File: config.mk
export PLATFORM = sky130hd
export DESIGN_NAME = cnn_cell_update
export DESIGN_NICKNAME = d
export VERILOG_FILES = /design/src/rtl/cnn_cell_update_pkg.sv /design/src/rtl/cnn_state_mem.sv /design/src/rtl/cnn_cell_update.sv
export SDC_FILE = /design/constraint.sdc
export NUM_CORES = 1
export LEC_CHECK = 0
export CAP_MARGIN = 25
export CORE_ASPECT_RATIO = 0.75
export CORE_UTILIZATION = 55
export CTS_CLUSTER_DIAMETER = 120
export DETAILED_ROUTE_END_ITERATION = 10
export PLACE_DENSITY = 0.68
export SETUP_SLACK_MARGIN = 0.05
export SYNTH_ARGS = -nofsm -noshare
export SYNTH_HDL_FRONTEND = slang
export SYNTH_SLANG_ARGS = --single-unit
File: constraint.sdc
create_clock -name clk -period 16.2 [get_ports clk]
set_input_delay 3.24 -clock clk [delete_from_list [all_inputs] [get_ports clk]]
set_output_delay 3.24 -clock clk [all_outputs]
set_load 0.01 [all_outputs]
File: src/rtl/cnn_cell_update_pkg.sv
`default_nettype none
// ============================================================================
// Module      : cnn_cell_update_pkg
// Description : Shared types, widths and the saturation helper for the CNN
//               cell-update stage.
// Revision    : 1.0 - initial release
// ============================================================================
package cnn_cell_update_pkg;

    typedef enum logic [1:0] {
        S_IDLE  = 2'd0,
        S_CLEAR = 2'd1,
        S_RUN   = 2'd2,
        S_DONE  = 2'd3
    } state_e;

    localparam int c_SUM_W = 17;
    localparam int c_Y_W   = 9;

    // Callers sign-extend to 32 bits so one clamp serves both the state and output limits.
    function automatic logic signed [31:0] sat_s32(
        input logic signed [31:0] v,
        input logic signed [31:0] lo,
        input logic signed [31:0] hi
    );
        logic signed [31:0] r;
        r = v;
        if (v > hi) begin
            r = hi;
        end else if (v < lo) begin
            r = lo;
        end
        return r;
    endfunction

endpackage
`default_nettype wire

File: src/rtl/cnn_state_mem.sv
`default_nettype none
// ============================================================================
// Module      : cnn_state_mem
// Description : Cell-state register array, one combinational read port and one
//               synchronous write port shared by the clear sweep and updates.
// Revision    : 1.0 - initial release
// ============================================================================
module cnn_state_mem #(
    parameter int NUM_CELLS = 64,
    parameter int IDX_W     = 6,
    parameter int X_W       = 20
) (
    input  logic             clk,
    input  logic             i_clear,
    input  logic [IDX_W-1:0] i_clr_ptr,
    input  logic             i_upd_we,
    input  logic [IDX_W-1:0] i_idx,
    input  logic [X_W-1:0]   i_upd_data,
    output logic [X_W-1:0]   o_rd_data,
    output logic             o_rd_valid
);

    localparam int               c_AW  = (NUM_CELLS > 1) ? $clog2(NUM_CELLS) : 1;
    localparam logic [IDX_W:0]   c_NUM = (IDX_W + 1)'(NUM_CELLS);

    logic [X_W-1:0]   r_mem_q [NUM_CELLS];
    logic [IDX_W-1:0] w_wr_addr;
    logic [X_W-1:0]   w_wr_data;
    logic             w_wr_ok;
    logic             w_we;

    assign o_rd_valid = ({1'b0, i_idx} < c_NUM);
    assign o_rd_data  = o_rd_valid ? r_mem_q[i_idx[c_AW-1:0]] : '0;

    assign w_wr_addr = i_clear ? i_clr_ptr : i_idx;
    assign w_wr_data = i_clear ? '0 : i_upd_data;
    assign w_wr_ok   = ({1'b0, w_wr_addr} < c_NUM);
    assign w_we      = (i_clear || i_upd_we) && w_wr_ok;

    // Contents are deliberately not reset; a clear sweep initialises them.
    always_ff @(posedge clk) begin
        if (w_we) begin
            r_mem_q[w_wr_addr[c_AW-1:0]] <= w_wr_data;
        end
    end

endmodule
`default_nettype wire

File: src/rtl/cnn_cell_update.sv
`default_nettype none
// ============================================================================
// Module      : cnn_cell_update
// Description : Forward-Euler cell-state integration, saturated Y output and
//               clear / sweep / convergence sequencing for a CNN array.
// Revision    : 1.0 - initial release
// ============================================================================
module cnn_cell_update
    import cnn_cell_update_pkg::*;
#(
    parameter int NUM_CELLS = 64,
    parameter int IDX_W     = 6,
    parameter int X_W       = 20,
    parameter int DT_SHIFT  = 3,
    parameter int Y_ONE     = 128,
    parameter int TOL       = 2,
    parameter int MAX_ITER  = 255
) (
    input  logic               clk,
    input  logic               rst,
    input  logic               start,
    input  logic               in_valid,
    output logic               in_ready,
    input  logic [IDX_W-1:0]   in_idx,
    input  logic [c_SUM_W-1:0] in_sum,
    input  logic               in_last,
    output logic               y_valid,
    input  logic               y_ready,
    output logic [IDX_W-1:0]   y_idx,
    output logic [c_Y_W-1:0]   y_out,
    output logic [7:0]         iter_count,
    output logic               converged,
    output logic               busy,
    output logic               done
);

    localparam logic signed [31:0] c_X_MAX    = (32'sd1 <<< (X_W - 1)) - 32'sd1;
    localparam logic signed [31:0] c_X_MIN    = -(32'sd1 <<< (X_W - 1));
    localparam logic signed [31:0] c_Y_MAX    = 32'(Y_ONE);
    localparam logic signed [31:0] c_Y_MIN    = -c_Y_MAX;
    localparam logic signed [31:0] c_TOL_P    = 32'(TOL);
    localparam logic signed [31:0] c_TOL_N    = -c_TOL_P;
    localparam logic [IDX_W-1:0]   c_LAST_IDX = IDX_W'(NUM_CELLS - 1);
    localparam logic [8:0]         c_MAX_ITER = 9'(MAX_ITER);

    state_e             r_state_q,   w_state_d;
    logic [IDX_W-1:0]   r_clr_ptr_q, w_clr_ptr_d;
    logic [7:0]         r_iter_q,    w_iter_d;
    logic               r_conv_q,    w_conv_d;
    logic               r_flag_q,    w_flag_d;
    logic               r_y_valid_q, w_y_valid_d;
    logic [IDX_W-1:0]   r_y_idx_q,   w_y_idx_d;
    logic [c_Y_W-1:0]   r_y_out_q,   w_y_out_d;
    logic               r_busy_q,    w_busy_d;
    logic               r_done_q,    w_done_d;

    logic [X_W-1:0]     w_x_rd;
    logic               w_idx_ok;
    logic               w_xfer;
    logic               w_flag_after;
    logic               w_big_step;
    logic signed [X_W:0] w_x_ext;
    logic signed [X_W:0] w_sum_ext;
    logic signed [X_W:0] w_diff;
    logic signed [X_W:0] w_delta;
    logic signed [X_W:0] w_x_sum;
    logic signed [31:0] w_delta32;
    logic signed [31:0] w_x_sat32;
    logic signed [31:0] w_y_sat32;
    logic [X_W-1:0]     w_x_new;
    logic [c_Y_W-1:0]   w_y_new;
    logic               w_unused_bits;

    cnn_state_mem #(
        .NUM_CELLS (NUM_CELLS),
        .IDX_W     (IDX_W),
        .X_W       (X_W)
    ) u_state_mem (
        .clk        (clk),
        .i_clear    (r_state_q == S_CLEAR),
        .i_clr_ptr  (r_clr_ptr_q),
        .i_upd_we   (w_xfer),
        .i_idx      (in_idx),
        .i_upd_data (w_x_new),
        .o_rd_data  (w_x_rd),
        .o_rd_valid (w_idx_ok)
    );

    assign in_ready = (r_state_q == S_RUN) && (!r_y_valid_q || y_ready);
    assign w_xfer   = in_valid && in_ready;

    // One guard bit keeps sum - x exact; the shift floors toward -inf.
    assign w_x_ext   = {w_x_rd[X_W-1], w_x_rd};
    assign w_sum_ext = {{(X_W + 1 - c_SUM_W){in_sum[c_SUM_W-1]}}, in_sum};
    assign w_diff    = w_sum_ext - w_x_ext;
    assign w_delta   = w_diff >>> DT_SHIFT;
    assign w_x_sum   = w_x_ext + w_delta;

    assign w_delta32 = {{(31 - X_W){w_delta[X_W]}}, w_delta};
    assign w_x_sat32 = sat_s32({{(31 - X_W){w_x_sum[X_W]}}, w_x_sum}, c_X_MIN, c_X_MAX);
    assign w_y_sat32 = sat_s32(w_x_sat32, c_Y_MIN, c_Y_MAX);
    assign w_x_new   = w_x_sat32[X_W-1:0];
    assign w_y_new   = w_y_sat32[c_Y_W-1:0];
    assign w_unused_bits = ^{w_x_sat32[31:X_W], w_y_sat32[31:c_Y_W]};

    assign w_big_step   = (w_delta32 > c_TOL_P) || (w_delta32 < c_TOL_N);
    assign w_flag_after = r_flag_q && !(w_idx_ok && w_big_step);

    always_comb begin
        w_state_d   = r_state_q;
        w_clr_ptr_d = r_clr_ptr_q;
        w_iter_d    = r_iter_q;
        w_conv_d    = r_conv_q;
        w_flag_d    = r_flag_q;
        w_y_valid_d = r_y_valid_q;
        w_y_idx_d   = r_y_idx_q;
        w_y_out_d   = r_y_out_q;

        case (r_state_q)
            S_IDLE, S_DONE: begin
                if (start) begin
                    w_state_d   = S_CLEAR;
                    w_clr_ptr_d = '0;
                    w_iter_d    = '0;
                    w_conv_d    = 1'b0;
                end
            end
            S_CLEAR: begin
                w_clr_ptr_d = r_clr_ptr_q + 1'b1;
                if (r_clr_ptr_q == c_LAST_IDX) begin
                    w_clr_ptr_d = '0;
                    w_state_d   = S_RUN;
                    w_flag_d    = 1'b1;
                end
            end
            S_RUN: begin
                if (w_xfer) begin
                    w_flag_d = w_flag_after;
                    if (in_last) begin
                        if (r_iter_q != 8'hFF) begin
                            w_iter_d = r_iter_q + 8'd1;
                        end
                        w_conv_d = w_flag_after;
                        w_flag_d = 1'b1;
                        if (w_flag_after || (({1'b0, r_iter_q} + 9'd1) == c_MAX_ITER)) begin
                            w_state_d = S_DONE;
                        end
                    end
                end
            end
            default: w_state_d = S_IDLE;
        endcase

        if (w_xfer) begin
            w_y_valid_d = 1'b1;
            w_y_idx_d   = in_idx;
            w_y_out_d   = w_y_new;
        end else if (y_ready) begin
            w_y_valid_d = 1'b0;
        end

        w_busy_d = (w_state_d == S_CLEAR) || (w_state_d == S_RUN);
        w_done_d = (w_state_d == S_DONE);
    end

    always_ff @(posedge clk or posedge rst) begin
        if (rst) begin
            r_state_q   <= S_IDLE;
            r_clr_ptr_q <= '0;
            r_iter_q    <= '0;
            r_conv_q    <= 1'b0;
            r_flag_q    <= 1'b0;
            r_y_valid_q <= 1'b0;
            r_y_idx_q   <= '0;
            r_y_out_q   <= '0;
            r_busy_q    <= 1'b0;
            r_done_q    <= 1'b0;
        end else begin
            r_state_q   <= w_state_d;
            r_clr_ptr_q <= w_clr_ptr_d;
            r_iter_q    <= w_iter_d;
            r_conv_q    <= w_conv_d;
            r_flag_q    <= w_flag_d;
            r_y_valid_q <= w_y_valid_d;
            r_y_idx_q   <= w_y_idx_d;
            r_y_out_q   <= w_y_out_d;
            r_busy_q    <= w_busy_d;
            r_done_q    <= w_done_d;
        end
    end

    assign y_valid    = r_y_valid_q;
    assign y_idx      = r_y_idx_q;
    assign y_out      = r_y_out_q;
    assign iter_count = r_iter_q;
    assign converged  = r_conv_q;
    assign busy       = r_busy_q;
    assign done       = r_done_q;

endmodule
`default_nettype wire

======== Yosys cells after proc, flatten, opt, wreduce, memory -nomap -nowiden ========
Memories as Yosys holds them, arrays and structs flattened.
Cells that the tools add are included.
operators by class
  add/sub/neg operators ................... 5
  order comparisons ....................... 6
  eq/ne operators ......................... 14
  muxes and demuxes ....................... 32
  reductions and logical operators ........ 20
operator list
  operator                count
  $mux W32                2
  $gt A32 B9 Y1 const B   1
  $lt A32 B8 Y1 const B   1
  $mux W8                 4
  $add A20 B18 Y21        1
  $gt A21 B20 Y1 const B  1
  $lt A21 B20 Y1 const B  1
  $sub A17 B20 Y21        1
  $mux W20                1
  $gt A18 B3 Y1 const B   1
  $lt A18 B2 Y1 const B   1
  $mux W6                 3
  $mux W9                 2
  $pmux W8 S2             1
  $pmux W6 S2             1
  $mux W1                 10
  $mux W2                 5
  $add A8 B1 Y9 const B   1
  $eq A9 B8 Y1 const B    1
  $add A8 B1 Y8 const B   1
  $eq A2 B2 Y1 const B    4
  $ne A8 B8 Y1 const B    1
  $reduce_bool A2 Y1      4
  $add A6 B1 Y6 const B   1
  other kinds (15)        27
storage, ports and cells
  bits in registers ....................... 36
  memory bits (writable) .................. 1280
  memories ................................ 1
memory list
  memory               depth  bits a word  rd ports  clocked after Yosys merged registers in  write ports  line                 text
  u_state_mem.r_mem_q  64     20           1         0                                        1            cnn_state_mem.sv:26  logic [X_W-1:0] r_mem_q [NUM_CELLS];

======== Depth between registers and ports, before layout ========
An unclocked memory read counts as a cell.
  word-level depth ........................ 13
  depth in mapped cells ................... 31
  depth with buffers taken out ............ 26

======== Hierarchy ========
A second synthesis with hierarchy kept.
unflattened totals
  cell total of the unflattened synthesis .. 2862
  area, all modules ....................... 54084.4 um^2
modules (own cells, without submodules)
  module           instances  cells an instance  area an instance (um^2)
  cnn_state_mem    1          2220               49313.5
  cnn_cell_update  1          642                4770.8

======== Worst setup path after synthesis ========
OpenSTA, ideal clock, no wires.
  path kind ............................... input -> register
  from .................................... input in_idx[0]
  to ...................................... memory u_state_mem.r_mem_q[0][7], data pin
  setup time .............................. 0.548 ns
  arrival ................................. 11.979 ns
  slack ................................... 3.673 ns
  cell stages on the path ................. 29
  buffers on the path ..................... 5
  cells stage by stage .................... buf_4 -> buf_4 -> clkbuf_1 -> buf_1 -> mux4_2 -> mux4_2 -> mux4_2 -> inv_1 -> ha_1 -> clkbuf_1 -> nand2_1 -> o211a_1 -> o21ai_0 -> a21o_1 -> a21oi_1 -> and2_1 -> o311ai_0 -> inv_1 -> ha_1 -> inv_1 -> nor2_1 -> a311oi_1 -> o21ai_1 -> o31ai_1 -> o2bb2a_1 -> mux2i_1 -> inv_1 -> or2_2 -> a21oi_1
between the ends
  longest elaborated chain between the ends .. 7
ends and longest elaborated chain
  what                          line                       text
  start: declaration            cnn_cell_update.sv:24      input logic [IDX_W-1:0] in_idx,
  $mem_v2 Z64 W20 *             n/a
  $sub A17 B20 Y21              cnn_cell_update.sv:95      assign w_diff = w_sum_ext - w_x_ext;
  $add A20 B18 Y21 *            cnn_cell_update.sv:97      assign w_x_sum = w_x_ext + w_delta;
  $lt A21 B20 Y1                cnn_cell_update_pkg.sv:30  end else if (v < lo) begin
  $mux W32                      cnn_cell_update_pkg.sv:30
  $mux W32 *                    cnn_cell_update_pkg.sv:28  if (v > hi) begin
  $mux W20 *                    cnn_state_mem.sv:36        assign w_wr_data = i_clear ? '0 : i_upd_data;
  net u_state_mem.w_wr_data[7]  cnn_state_mem.sv:28        logic [X_W-1:0] w_wr_data;
  end: declaration              cnn_state_mem.sv:26
The timed path passes the listed nets; every way through them passes the cells marked *.

======== Final worst setup path ========
  from .................................... input in_idx[0]
  to ...................................... memory u_state_mem.r_mem_q[32][7], data pin
Same word-level chain as after synthesis.

==> impl_metrics.toml <==
[global_route]
gr-usage-all-layers_pct = 27.7
use_met2_pct = 42.3
antenna_found_initial = 8
grt_util_met3_pct = 5.62
grt_util_met1_pct = 41.7
grt_pass1_wl_mm = 192
grt_pass1_vias = 26845
grt_max_degree = 134
gr-total-overflow = 0
grt-busiest-layer = "met2"

[critical_path]
cp_top_family = "compound AO/OA/AOI/OAI gates"
path_max_fanout = 97
startpoint_type = "primary input"
cp_data_required_time_ps = 16680
crit_top_cell = "inv_1"
reg2reg_to = "u_state_mem.r_mem_q[32][7]"
arrival_ps = 12620
path_class = "in2reg"
reg2regPathDepth = 26
critPathBufInv = 9
worst-r2r-setup-slack_ps = 7620
worst_path_max_delay_cell = "o311ai_0"
crit_path_end_kind = "flip-flop"
r2r_start = "u_state_mem.r_mem_q[15][5]"
max_stage_delay_ps = 700

[drt]
antenna_left = 0
drt_wl_total_mm = 135
wl_per_cell_um = 32.5
drt_pre_antenna_iters = 6
num_vias = 27097
initialDrtViolationCount = 3617
drc = 0
viasPerCell = 6.54

[min_path]
hold_path_depth = 2
hold_path_end = "y_idx[4]"
hold_class = "reg2reg"
hp-start = "y_idx[4]"

[logic_synthesis]
synthAdderAreaFrac_pct = 1.18
synth_ff_type = "edfxtp_1"
yosys.area_share.simple_pct = 3.14
netlist-cell-type-count = 75
synth_top_area_share_pct = 71.7
synth-compound-area-share_pct = 2.96
postSynthCellCount = 2607
yosys.area.top_type = "edfxtp_1"
synth_nets = 2686
postSynthAreaPerCell_um2 = 20.6
synth_edf_count = 1280
synth-xor-area-share_pct = 0.425
yosysWarnings = 0
synthMuxAreaShare_pct = 17.6
synth_area_leaders = "edfxtp_1 (72%), mux4_2 (17%), dfrtp_1 (1.7%)"
ys_async_sr_fraction_pct = 2.74
synth_most_common_cell = "edfxtp_1"
synth.cell_area_um2 = 53600
synth_common_cells = "edfxtp_1 (1280), mux4_2 (399), nand2_1 (134)"
yosys_register_bits = 1316
yosysSeqAreaShare_pct = 73.4
synth_top_family_by_area = "multiplexers"

[sta]
final_max_slew_viol_count = 0
layout_min_cycle_time_ps = 12140
fin_setup_tns_ps = 0
final-setup-viol-count = 0
rsz0062_at_grt = "false"
finClkSkew_ps = 41.3
tightest_slew_ps = 1190
worst_slack_ps = 4060
fin_crit_sh_pct = 74.9
final-hold-violation-count = 0
relSlewSlack_pct = 19.3
fmax_ghz = 0.0824

[run]
drv_cap = 0

[clock_tree]
ctsLongestPathBuffers = 3
clk_pin_slew_ps = 70
cts_made_buffers = 117
clkLatencyLatePin_ps = 740
cts.sinks = 1316
cts-resized-gates = 0
cts_hold_buf = 0
cts_max_level = 3
cts_setup_buffers = 0
cts_tree = "done"
clock_tree.root_cell = "clkbuf_16"

[status]
outcome = "completed"

[pwr]
p_total_mw = 10.5
powerDensity_nw_per_um2 = 175
leakage_nw = 19.2
irDropWorstVdd_v = 0.000238

[finish]
nets = 2825
fin_cells = 4146
final_layout_size_suffix_gt1_share_pct = 27.0
area_delta_synth_final_pct = 12.5

[place]
gp_congestion = 0.933
dp_cells = 3923
portBuffers = 56
pre_cts_ws_ps = 3210
dp_hpwl_mm = 77.8

[floorplan]
fp.dieArea_um2 = 98700
chipHeight_um = 272
fp.coreArea_um2 = 95900
io_pins = 57
start_util_pct = 55.9
die_x_um = 362
rows = 98
==> cells in the final DEF, fill, tap and decap left out, drive strengths merged, types with 40 or more instances in the layout <==
| master | Yosys | layout |
|---|---|---|
| clkdlybuf4s50 | 0 | 51 |
| mux4 | 399 | 399 |
| mux2i | 40 | 40 |
| inv | 48 | 55 |
| nor2 | 106 | 106 |
| buf | 48 | 92 |
| o21ai | 49 | 49 |
| ha | 49 | 49 |
| nand2 | 137 | 137 |
| clkbuf | 75 | 145 |
| clkinv | 0 | 52 |
| a21oi | 61 | 61 |
| edfxtp | 1280 | 1280 |
==> worst max-delay path by stage <==
stage,from,to,slack [ps],depth (start not counted)
floorplan,in_idx[0],u_state_mem.r_mem_q[0][7],3670,29
global placement,in_idx[0],u_state_mem.r_mem_q[54][7],3430,27
detailed placement,in_idx[0],u_state_mem.r_mem_q[55][7],3210,27
CTS,in_idx[0],u_state_mem.r_mem_q[32][7],3930,27
global route,in_idx[0],u_state_mem.r_mem_q[32][7],3620,28
finish,in_idx[0],u_state_mem.r_mem_q[32][7],4060,29
==> registers in the layout, summed over array words and instances (netlist names) <==
signal               cells
r_state_q                2
y_idx                    6
iter_count               8
y_valid                  1
u_state_mem.r_mem_q   1280
y_out                    9
busy                     1
r_clr_ptr_q              6
r_flag_q                 1
done                     1
converged                1
==> power breakdown <==
group | switching, mW | internal [mW]
sequential | 0.0246 | 5.17
clock | 1.22 | 1.49
combinational | 2.03 | 0.590
==> area by class of cell <==
class | count | area, um^2
diodes | 2 | 5.00
clock buffers | 145 | 3090
clock inverters | 72 | 626
fillers | 6513 | 35600
inverters | 48 | 180
multi-input cells | 1120 | 14000
flip-flops and latches | 1316 | 39300
well taps | 1300 | 1630
repair buffers | 143 | 1360
==> per-stage QoR <==
step,hold slack (ps),instance area (um^2),utilization (%)
global route,523,60300,62.8
CTS,484,60200,62.7
finish,488,60300,62.8
global placement,465,56400,58.9
floorplan,503,53600,-
detailed placement,466,56400,58.9
==> worst reg2reg max path, delay by kind of cell (launching register included) <==
family          cells  cell delay (ps)
xor+xnor            1              360
flops               1              370
fa+ha+maj           2              670
compound gates     11             3580
mux                 4             1790
buf+inv             5             1070
simple gates        3              490
==> cells by family after synthesis <==
logic type / Yosys count
adders and majority gates: 50
buffers and inverters: 171
and+or+nand+nor: 364
AOI/OAI and AO/OA: 237
DFF: 1316
xor gates and xnor gates: 26
muxes: 443
==> layer usage <==
layer / vias up / wire length [um]
met5: - / 0
met4: 0 / 3070
met3: 196 / 12400
met2: 1315 / 63200
met1: 14420 / 56000
li1: 11166 / -
Power figures use the tool's default switching activity.
